<file path="config.mk">
export PLATFORM = sky130hd
export DESIGN_NAME = debug_step_ctrl
export DESIGN_NICKNAME = d
export VERILOG_FILES = /design/src/rtl/debug_step_ctrl_pkg.sv /design/src/rtl/debug_step_ctrl.sv
export SDC_FILE = /design/constraint.sdc
export NUM_CORES = 1
export LEC_CHECK = 0
export BUFFER_PORTS_ARGS = -buffer_cell sky130_fd_sc_hd__buf_4
export CORE_UTILIZATION = 45
export DETAILED_ROUTE_END_ITERATION = 6
export PLACE_DENSITY = 0.77
export SLEW_MARGIN = 10
export SYNTH_ARGS = -nofsm -noshare
export SYNTH_HDL_FRONTEND = slang
export SYNTH_SLANG_ARGS = --single-unit
</file>
<file path="constraint.sdc">
create_clock -name clk -period 3 [get_ports clk]
set_clock_uncertainty 0.1 [all_clocks]
set_input_delay 0.15 -clock clk [delete_from_list [all_inputs] [get_ports clk]]
set_output_delay 0.15 -clock clk [all_outputs]
set_load 0.02 [all_outputs]
</file>
<file path="src/rtl/debug_step_ctrl_pkg.sv">
// Shared types for the SCPU host debug run/halt/step controller.
// Opcodes, controller states and the breakpoint-clear sentinel.
package debug_step_ctrl_pkg;

  typedef enum logic [1:0] {
    CMD_HALT   = 2'b00,
    CMD_RUN    = 2'b01,
    CMD_STEP   = 2'b10,
    CMD_SET_BP = 2'b11
  } dbg_cmd_e;

  typedef enum logic [1:0] {
    ST_RUN     = 2'd0,
    ST_HALT    = 2'd1,
    ST_STEP_HI = 2'd2,
    ST_STEP_LO = 2'd3
  } dbg_state_e;

  localparam logic [31:0] DBG_BP_CLEAR = 32'hFFFF_FFFF;

endpackage

</file>
<file path="src/rtl/debug_step_ctrl.sv">
// Run/halt/single-step controller driving debug_en/debug_step of the
// SCPU control unit, with a single fetch-PC breakpoint.
module debug_step_ctrl
  import debug_step_ctrl_pkg::*;
#(
  parameter int CNT_W        = 16,
  parameter bit START_HALTED = 1'b0,
  parameter int STEP_LO_CYC  = 1
) (
  input  logic             clk,
  input  logic             rst,
  input  logic             cmd_valid,
  output logic             cmd_ready,
  input  logic [1:0]       cmd_op,
  input  logic [31:0]      cmd_arg,
  input  logic [31:0]      if_pc,
  output logic             debug_en,
  output logic             debug_step,
  output logic             halted,
  output logic             bp_hit,
  output logic [CNT_W-1:0] steps_left
);

  localparam int LO_W =
    (STEP_LO_CYC < 2) ? 1 : $clog2(STEP_LO_CYC + 1);

  dbg_state_e       state_q, state_d;
  logic             bp_valid_q, bp_valid_d;
  logic [31:0]      bp_addr_q, bp_addr_d;
  logic             bp_hit_q, bp_hit_d;
  logic [CNT_W-1:0] steps_q, steps_d;
  logic [LO_W-1:0]  lo_cnt_q, lo_cnt_d;
  logic             skip_q, skip_d;
  logic             en_q, step_q, halted_q;

  logic             accept;
  logic             bp_match;
  logic [CNT_W-1:0] arg_cnt;
  logic [CNT_W-1:0] step_load;
  dbg_cmd_e         op;

  assign cmd_ready = (state_q == ST_RUN) || (state_q == ST_HALT);
  assign accept    = cmd_valid && cmd_ready;
  assign bp_match  = bp_valid_q && (if_pc == bp_addr_q);
  assign arg_cnt   = cmd_arg[CNT_W-1:0];
  assign step_load = (arg_cnt == '0) ? CNT_W'(1) : arg_cnt;
  assign op        = dbg_cmd_e'(cmd_op);

  always_comb begin
    state_d    = state_q;
    bp_valid_d = bp_valid_q;
    bp_addr_d  = bp_addr_q;
    bp_hit_d   = bp_hit_q;
    steps_d    = steps_q;
    lo_cnt_d   = lo_cnt_q;
    skip_d     = 1'b0;

    if (accept && op == CMD_SET_BP) begin
      bp_addr_d  = cmd_arg;
      bp_valid_d = (cmd_arg != DBG_BP_CLEAR);
    end

    unique case (state_q)
      ST_RUN: begin
        // skip_q masks the compare right after resuming at bp_addr
        if (bp_match && !skip_q) begin
          state_d  = ST_HALT;
          bp_hit_d = 1'b1;
        end else if (accept) begin
          if (op == CMD_HALT) begin
            state_d = ST_HALT;
          end else if (op == CMD_STEP) begin
            state_d  = ST_STEP_HI;
            steps_d  = step_load;
            bp_hit_d = 1'b0;
          end
        end
      end
      ST_HALT: begin
        if (accept) begin
          if (op == CMD_RUN) begin
            state_d  = ST_RUN;
            bp_hit_d = 1'b0;
            skip_d   = 1'b1;
          end else if (op == CMD_STEP) begin
            state_d  = ST_STEP_HI;
            steps_d  = step_load;
            bp_hit_d = 1'b0;
          end
        end
      end
      ST_STEP_HI: begin
        if (bp_match) begin
          state_d  = ST_HALT;
          bp_hit_d = 1'b1;
          steps_d  = '0;
        end else begin
          steps_d = (steps_q == '0) ? '0 : steps_q - CNT_W'(1);
          if (steps_q <= CNT_W'(1)) begin
            state_d = ST_HALT;
          end else begin
            state_d  = ST_STEP_LO;
            lo_cnt_d = LO_W'(STEP_LO_CYC);
          end
        end
      end
      ST_STEP_LO: begin
        if (lo_cnt_q <= LO_W'(1)) begin
          state_d  = ST_STEP_HI;
          lo_cnt_d = '0;
        end else begin
          lo_cnt_d = lo_cnt_q - LO_W'(1);
        end
      end
      default: state_d = ST_HALT;
    endcase
  end

  always_ff @(posedge clk) begin
    if (rst) begin
      state_q    <= START_HALTED ? ST_HALT : ST_RUN;
      bp_valid_q <= 1'b0;
      bp_addr_q  <= '0;
      bp_hit_q   <= 1'b0;
      steps_q    <= '0;
      lo_cnt_q   <= '0;
      skip_q     <= 1'b0;
      en_q       <= START_HALTED;
      step_q     <= 1'b0;
      halted_q   <= START_HALTED;
    end else begin
      state_q    <= state_d;
      bp_valid_q <= bp_valid_d;
      bp_addr_q  <= bp_addr_d;
      bp_hit_q   <= bp_hit_d;
      steps_q    <= steps_d;
      lo_cnt_q   <= lo_cnt_d;
      skip_q     <= skip_d;
      en_q       <= (state_d != ST_RUN);
      step_q     <= (state_d == ST_STEP_HI);
      halted_q   <= (state_d == ST_HALT);
    end
  end

  assign debug_en   = en_q;
  assign debug_step = step_q;
  assign halted     = halted_q;
  assign bp_hit     = bp_hit_q;
  assign steps_left = steps_q;

endmodule

</file>
==> run metrics, run 1 <==
leakage power 1.68 nW; sequential share of the synthesized area 0.349; Max Cap Viol 0; RSZ-0062 raised after global routing false; Critical Path RT 3120 ps; synthesis-to-finish area growth 30.7%; DP Cell Count 568; EDFF count, synth 0; Post-Syn Area 0.00321 mm2; Nets 569; largest area contributor in the netlist dfxtp_1; Synth Instances 398; Initial Util 0.470; Max transition margin 0.260; vias per inst between 5 and 6; commonest non-fill, non-tap cell in the layout buf_4; clock buffer depth 2; Synth Flop Type dfxtp_1; Num CTS Buffers 5; min Tclk post-route around 2700 ps; H-tree depth 2; drt pass-1 iters 5; flop and latch count out of synthesis 56; fillers 657; Setup CP Type flip-flop to flip-flop; Finished Layout Cells roughly 600; top cell type's share of synthesized area 0.349; crit path launch type flip-flop; # DRC 0; Total Wirelength 9260 um; type of the most critical hold path primary input to flip-flop; CP max-delay cell ha_1; worst vdd rail ir drop 0.257 mV; CORE AREA 0.00683 mm2; Reg clk slew, reported paths 110 ps; CP arrival 2850 ps; die height 86.5 um; Syn Nets between 400 and 500; Final Hold Viols 0; share of cells above drive strength 1 0.229; post-CTS resize count 0; Routed Antenna Nets 0; largest net degree at the start of global routing 50; Setup Fix Bufs, Post-CTS 0; vias in the first global route 3,124; Skew-Pair Late Insertion Delay 310 ps; CP peak stage delay 530 ps; worst hold path depth 3; Sw Share 0.359; most frequent cells in the layout buf_4, nand2_1, dfxtp_1, a21oi_1, xnor2_1; n_diodes 0; Net Sw Power 0.000812 W; die area 0.00748 mm2; total number of vias 3,355; CTS tree done; port bufs 89; CP Cell Sequence ha_1 -> o21ai_0 -> a221oi_1 -> a21oi_1 -> a21o_1 -> a22o_1; PD cells 539 mW/mm2; register share of total power 0.395; fmax 367 MHz; P_int 0.00145 W; Post-CTS Hold Fix Bufs 14; final RePlAce weighted congestion 0.876; DR iter-0 viols roughly 280; global-route wire length before repair around 15,000 um; Overall Global Routing Usage 0.257; Ports 90; Distinct cells, synth 56; fraction of registers with async set/reset 0; final setup TNS 0 ps; syn avg cell area roughly 8 um2; CP endpoint kind flip-flop; synth warn 0; root buf cell clkbuf_8; final setup vio count 0; HPWL Detailed 6750 um; Horiz. Die Dim a little under 90 um; top cells by area, synth dfxtp_1, nand2_1, xnor2_1, a21oi_1, nand4_1; worst slew pin tran 1110 ps; status finished, final reports clean; Combinational Power Share 0.383; Routed wire per std cell 15.7 um; initial antenna violation count 0; CTS Sinks 56; Slew Limit Fails 0; Clk pwr share 0.223; worst hold slack roughly 11 ps; FF-to-FF path depth 6; GR Overflow Total 0; fin crit share 0.909; # rows 30; crit-path max FO 13
==> cells in the mapped netlist (2+ instances only) <==
master     instances
or2_2              3
buf_1              2
o311a_1            4
buf_2              4
o2bb2ai_1          6
nor3b_1            2
o21a_1             4
o21ai_0           14
nand3_1            6
a21o_1             4
ha_1               7
a221o_1           10
nor3_1            12
dfxtp_1           56
a31oi_1            3
nor4_1             8
a22o_1             3
nand2_1           77
nor2_1             9
and2_1             2
a221oi_1           2
inv_1             18
nand2b_1           9
o32ai_1            4
a21oi_1           39
xnor2_1           28
clkbuf_1          12
o211a_1            2
nand4_1           21
==> kinds of logic after synthesis <==
kind of cell	share of synthesized area
compound gates	0.245
xor+xnor	0.0791
fa+ha+maj	0.0273
buf+inv	0.0471
flops	0.349
simple gates	0.253
==> power by group through the flow <==
stage / Sequential [W] / Clock, W / Combinational (W)
6_report: 0.000894 / 0.000503 / 0.000865
5_1_grt: 0.000904 / 0.000543 / 0.000947
4_1_cts: 0.000892 / 0.000510 / 0.000862
3_5_place_dp: 0.000909 / 0 / 0.000842
3_3_place_gp: 0.000906 / 0 / 0.000828
2_1_floorplan: 0.000941 / 0 / 0.000516
==> registers in the layout, summed over array words and instances, names as in the netlist <==
signal	count
debug_step	1
skip_q	1
state_q	2
halted	1
bp_hit	1
debug_en	1
steps_left	16
bp_valid_q	1
bp_addr_q	32
==> final timing paths <==
kind                                 endpoint  slack [ps]           from
worst max-delay path            steps_left[4]         270     state_q[1]
worst min-delay path            bp_addr_q[15]          10    cmd_arg[15]
worst max register to register  steps_left[4]         270     state_q[1]
worst min register to register  bp_addr_q[30]         370  bp_addr_q[30]
==> layout make-up <==
cell class / instances / area [um2] / share of cell area
sequential: 56 / 1120 / 0.267
timing repair buffer: 107 / 838 / 0.200
clock inverter: 2 / 35.0 / 0.00834
clock buffer: 6 / 72.6 / 0.0173
multi-input combinational: 305 / 1940 / 0.463
inverter: 18 / 67.6 / 0.0161
tap: 96 / 120 / 0.0286
==> metal layers <==
| layer | part of all wire | global-route usage | vias to the layer above | wire length (um) |
|---|---|---|---|---|
| met3 | 0.070 | 0.0600 | 10 | 649 |
| met5 | 0 | 0 | - | 0 |
| met1 | 0.43 | 0.328 | 1585 | 3950 |
| met4 | 0.010 | 0.0561 | 0 | 94 |
| li1 | - | - | 1631 | - |
| met2 | 0.49 | 0.442 | 129 | 4560 |
==> per-stage QoR <==
| step | power [W] | setup WS (ps) | cell area (um2) | util |
|---|---|---|---|---|
| 2_1_floorplan | 0.00146 | 725 | 3210 | - |
| 3_3_place_gp | 0.00173 | 427 | 3950 | 0.578 |
| 3_5_place_dp | 0.00175 | 335 | 3950 | 0.578 |
| 4_1_cts | 0.00226 | 317 | 4200 | 0.615 |
| 5_1_grt | 0.00239 | 98.9 | 4200 | 0.615 |
| 6_report | 0.00226 | 273 | 4200 | 0.615 |
==> critical path, delay by kind of cell, from the launching register on <==
kind                       cells  cell delay, ps
AOI/OAI and AO/OA              5            1490
adders and majority gates      1             530
DFF                            1             500
Power figures use the tool's default switching activity.
==> inputs of run 2 (changes only) <==
--- a/config.mk
+++ b/config.mk
@@ -6,7 +6,9 @@
 export NUM_CORES = 1
 export LEC_CHECK = 0
 export BUFFER_PORTS_ARGS = -buffer_cell sky130_fd_sc_hd__buf_4
+export CORE_MARGIN = 3
 export CORE_UTILIZATION = 45
+export CTS_BUF_LIST = sky130_fd_sc_hd__clkbuf_8
 export DETAILED_ROUTE_END_ITERATION = 6
 export PLACE_DENSITY = 0.77
 export SLEW_MARGIN = 10
==> run 2 against run 1 <==
  * Cell area fell by 1.4%
  * Sequential share of layout area rose by 0.39 points
  * Total power fell by 4.8%
  * Worst setup slack improved by 56 ps
  * Hold slack got worse by 2.6 ps
  * Clock-buffer cell count fell by 1
  * Utilization fell by 1.2 points
  * Via count fell by 1.5%
  * Clock power fell by 20%
  * Sequential cell count did not move
  * Maximum frequency rose by 2.1%
  * Register-to-register slack improved by 60 ps
  * Largest cell class unchanged
  * Highest routed layer unchanged
==> run metrics, run 2 (synthesis results as in run 1) <==
final setup TNS 0 ps; Overall Global Routing Usage 0.229; # DRC 0; type of the most critical hold path primary input to flip-flop; share of cells above drive strength 1 0.229; final setup vio count 0; global-route wire length before repair ~15,000 um; DR iter-0 viols 192; H-tree depth 2; CP endpoint kind flip-flop; Reg clk slew, reported paths 100 ps; CTS tree done; min Tclk post-route 2670 ps; post-CTS resize count 0; Finished Layout Cells 586; crit path launch type flip-flop; status finished, final reports clean; die height approximately 90 um; largest register by flop count bp_addr_q; Nets 566; CP arrival 2830 ps; vias per inst 5.64; largest net degree at the start of global routing 50; Setup CP Type flip-flop to flip-flop; Horiz. Die Dim 90.5 um; port bufs 89; initial antenna violation count 0; fin crit share 0.890; max reg flops 32; worst hold path depth 3; die area 0.00819 mm2; # rows 30; PD cells around 520 mW/mm2; crit-path max FO 13; Ports 90; worst slew pin tran 1070 ps; Routed Antenna Nets 0; Final Hold Viols 0; CORE AREA 0.00687 mm2; worst vdd rail ir drop ~0.23 mV; most frequent cells in the layout buf_4, nand2_1, dfxtp_1, a21oi_1, xnor2_1; synthesis-to-finish area growth 28.9%; RSZ-0062 raised after global routing false; n_diodes 0; Initial Util 0.468; fmax 374 MHz; clock buffer depth 2; HPWL Detailed 7060 um; total number of vias 3,305; Max transition margin 0.287; Skew-Pair Late Insertion Delay about 310 ps; fillers 655; drt pass-1 iters 5; Num CTS Buffers 5; FF-to-FF path depth 6; Pwr Total 0.00215 W; root buf cell clkbuf_8; Total Wirelength between 9000 and 10,000 um; Critical Path RT 3160 ps; CTS Sinks 56; leakage power between 1.5 and 2 nW; Max Cap Viol 0; commonest non-fill, non-tap cell in the layout buf_4; GR Overflow Total 0; vias in the first global route 3,305; Slew Limit Fails 0; Routed wire per std cell ~16 um; DP Cell Count 568; final RePlAce weighted congestion 0.882
-- run 2: stage by stage --
stage	utilization	hold slack (ps)	setup slack (ps)	area (um2)
floorplan	-	186	725	3210
global placement	0.575	312	434	3950
detailed placement	0.575	322	340	3950
CTS	0.603	0.220	325	4140
global route	0.603	3.64	61.4	4140
finish	0.603	8.29	329	4140
-- run 2: area by class of cell --
cell class,instances,area [um2],share of cell area
clock buffers,5,68.8,0.0166
inverters,18,67.6,0.0163
well taps,96,120,0.0290
repair buffers,104,808,0.195
flip-flops and latches,56,1120,0.271
clock inverters,2,8.76,0.00212
multi-input cells,305,1940,0.470
-- run 2: routing by layer --
metal | up-vias | global-route usage | routed length, um
met3 | 14 | 0.0583 | 934
li1 | 1630 | - | -
met4 | 0 | 0.0753 | 150
met2 | 142 | 0.384 | 4650
met5 | - | 0 | 0
met1 | 1519 | 0.287 | 3690
-- run 2: where the power goes --
group | leakage, nW | switching [W] | total, W | internal (W)
registers | 0.455 | 0.0000728 | 0.000893 | 0.000820
logic | 1.15 | 0.000481 | 0.000860 | 0.000380
clock network | 0.0452 | 0.000244 | 0.000401 | 0.000157
total | 1.65 | 0.000798 | 0.00215 | 0.00136
-- run 2: worst max-delay path, cell delays in order, from the launching register on --
cell     delay, ps
dfxtp_1        330
xnor2_1        180
nand4_1        160
nor4_4         490
nand4_1        190
a21oi_1        880
a221o_1        290
-- run 2: path summary, 6_finish.rpt --
| path | start | endpoint | slack, ps |
|---|---|---|---|
| worst max-delay path | bp_addr_q[25] | steps_left[3] | 330 |
| worst max register to register | bp_addr_q[25] | steps_left[3] | 330 |
| worst min-delay path | cmd_arg[28] | bp_addr_q[28] | 8 |
| worst min register to register | bp_addr_q[20] | bp_addr_q[20] | 370 |
-- run 2: what timing repair did --
item / in CTS / in global routing
hold buffers: 11 / 0
endpoints found under the hold margin: 11 / 0
setup buffers: 0 / 0
==> inputs of run 3 (changes only) <==
--- a/config.mk
+++ b/config.mk
@@ -10,7 +10,7 @@
 export CORE_UTILIZATION = 45
 export CTS_BUF_LIST = sky130_fd_sc_hd__clkbuf_8
 export DETAILED_ROUTE_END_ITERATION = 6
-export PLACE_DENSITY = 0.77
+export PLACE_DENSITY = 0.8
 export SLEW_MARGIN = 10
 export SYNTH_ARGS = -nofsm -noshare
 export SYNTH_HDL_FRONTEND = slang
==> constraint.sdc (replaced) <==
create_clock -name clk -period 2.3 [get_ports clk]
set_clock_uncertainty 0.1 [all_clocks]
set_input_delay 0.115 -clock clk [delete_from_list [all_inputs] [get_ports clk]]
set_output_delay 0.115 -clock clk [all_outputs]
set_load 0.02 [all_outputs]
==> run 3 against run 2 <==
  * Via count rose by 9.5%
  * First-iteration DRC count rose by 43%
  * Utilization rose by 8.6 points
  * Final cell count rose by 8.4%
  * Register-to-register slack got worse by 290 ps
  * Combinational power rose by 60%
  * Critical endpoint is now steps_left[2]
  * Largest cell class unchanged
  * Largest power group is now combinational cells
  * Highest routed layer unchanged
==> run metrics, run 3 (synthesis results as in run 1) <==
status finished, final reports clean; CP arrival about 2400 ps; leakage power 1.95 nW; fin crit share 0.982; met2 usage 0.443; worst slew pin tran approximately 540 ps; DR iter-0 viols 275; PD cells between 600 and 700 mW/mm2; min Tclk post-route 2260 ps; Initial Util 0.468; Overall Global Routing Usage 0.246; busiest grt layer met2; global-route wire length before repair 16,700 um; final RePlAce weighted congestion 0.858; largest net degree at the start of global routing 50; vias per inst 5.70; final setup TNS 0 ps; Critical Path RT 2410 ps; crit path to steps_left[2]; CTS Sinks 56; clock buffer depth 2; share of cells above drive strength 1 0.297; Reg2Reg Setup Slack 40 ps; Setup CP Type flip-flop to flip-flop; max reg flops 32; CTS tree done; R2R Path Start bp_addr_q[14]; RSZ-0062 raised after global routing true; met3 usage 0.0533; port bufs 89; total number of vias approximately 3,600; drt pass-1 iters 4; Num CTS Buffers 5; Max Cap Viol 0; fmax 443 MHz; Routed wire per std cell about 17 um; worst hold slack between 30 and 40 ps; Reg clk slew, reported paths 100 ps; Routed Antenna Nets 0; Horiz. Die Dim 90.5 um; crit path launch type flip-flop; Final Hold Viols 0; HPWL Detailed about 7400 um; Ports 90; worst vdd rail ir drop 0.316 mV; die area between 0.008 and 0.009 mm2; # rows 30; Nets ~610; FF-to-FF path depth 8; die height 90.5 um; Slew Limit Fails 0; synthesis-to-finish area growth 47.3%; type of the most critical hold path primary input to flip-flop; n_diodes 0; initial antenna violation count 0; CP endpoint kind flip-flop; Max transition margin 0.642; Skew-Pair Late Insertion Delay approximately 320 ps; root buf cell clkbuf_8; largest register by flop count bp_addr_q; GR Overflow Total 0; # DRC 0; commonest non-fill, non-tap cell in the layout buf_4; crit-path max FO 10; most frequent cells in the layout buf_4, nand2_1, dfxtp_1, a21oi_1, dlygate4sd3_1; CORE AREA 0.00687 mm2; GR Util met1 0.289; Total Wirelength 10,500 um; H-tree depth 2; reg-to-reg endpoint steps_left[2]; final setup vio count 0; worst setup path startpoint bp_addr_q[14]; vias in the first global route 3,587
==> run 3: cell types whose count changed in the layout (fill, tap and decap cells not counted), moves of 3 or more <==
| cell | delta |
|---|---|
| buf_4 | +24 |
| dfxtp_1 | -3 |
| dfxtp_2 | +3 |
| dlygate4sd3_1 | +21 |
| o32ai_1 | -3 |
| o32ai_2 | +3 |
| xnor2_1 | -5 |
| xnor2_2 | +5 |
==> run 3: worst min-delay path by stage <==
| stage | endpoint | cells past startpoint | startpoint |
|---|---|---|---|
| after CTS | bp_addr_q[5] | 3 | cmd_arg[5] |
| after floorplan | bp_addr_q[20] | 2 | cmd_arg[20] |
| after global routing | skip_q | 3 | cmd_valid |
| after detailed placement | bp_addr_q[24] | 3 | cmd_arg[24] |
| final | skip_q | 3 | cmd_valid |
| after global placement | bp_addr_q[25] | 3 | cmd_arg[25] |
==> run 3: final cells by class <==
class,count,area (um2)
Inverter,18,67.6
Tap cell,96,120
Clock inverter,1,30.0
Clock buffer,7,96.3
Timing Repair Buffer,152,1240
Multi-Input combinational cell,305,2050
Fill cell,527,2140
Sequential cell,56,1120
==> run 3: timing repair <==
action | CTS | global route
gates resized for setup | 1 | 22
endpoints found under the hold margin | 31 | 1
pin swaps | 0 | 9
buffers inserted | 0 | 6
hold buffers | 31 | 1
setup endpoints to repair | 11 | 19
==> run 3: worst max-delay path: stages (launching register included) <==
cell and delay [ps]:
dfxtp_2 350, xnor2_2 160, nand4_1 190, nor4_4 320, buf_4 200, nand3_1 150, nand2b_2 250, nor4_1 70
a311o_1 340
==> run 3: where the power goes <==
group | internal, W | total, W | switching [W]
logic | 0.000653 | 0.00138 | 0.000731
registers | 0.00107 | 0.00115 | 0.0000758
clock network | 0.000385 | 0.000724 | 0.000339
==> run 3: through the flow <==
| step | instance area [um2] | power [W] | cells | setup WS, ps | utilization |
|---|---|---|---|---|---|
| CTS | 4560 | 0.00316 | 628 | 14.7 | 0.664 |
| detailed placement | 4120 | 0.00241 | 589 | -10.2 | 0.600 |
| floorplan | 3210 | 0.00190 | 398 | 24.7 | - |
| global route | 4730 | 0.00341 | 635 | -62.1 | 0.689 |
| global placement | 4120 | 0.00238 | 589 | 4.96 | 0.600 |
| finish | 4730 | 0.00325 | 635 | 40.5 | 0.689 |
==> run 3: layer usage <==
layer / part of all wire / wire length (um)
met5: 0 / 0
met4: 0.017 / 178
met3: 0.079 / 832
met2: 0.50 / 5280
met1: 0.40 / 4200
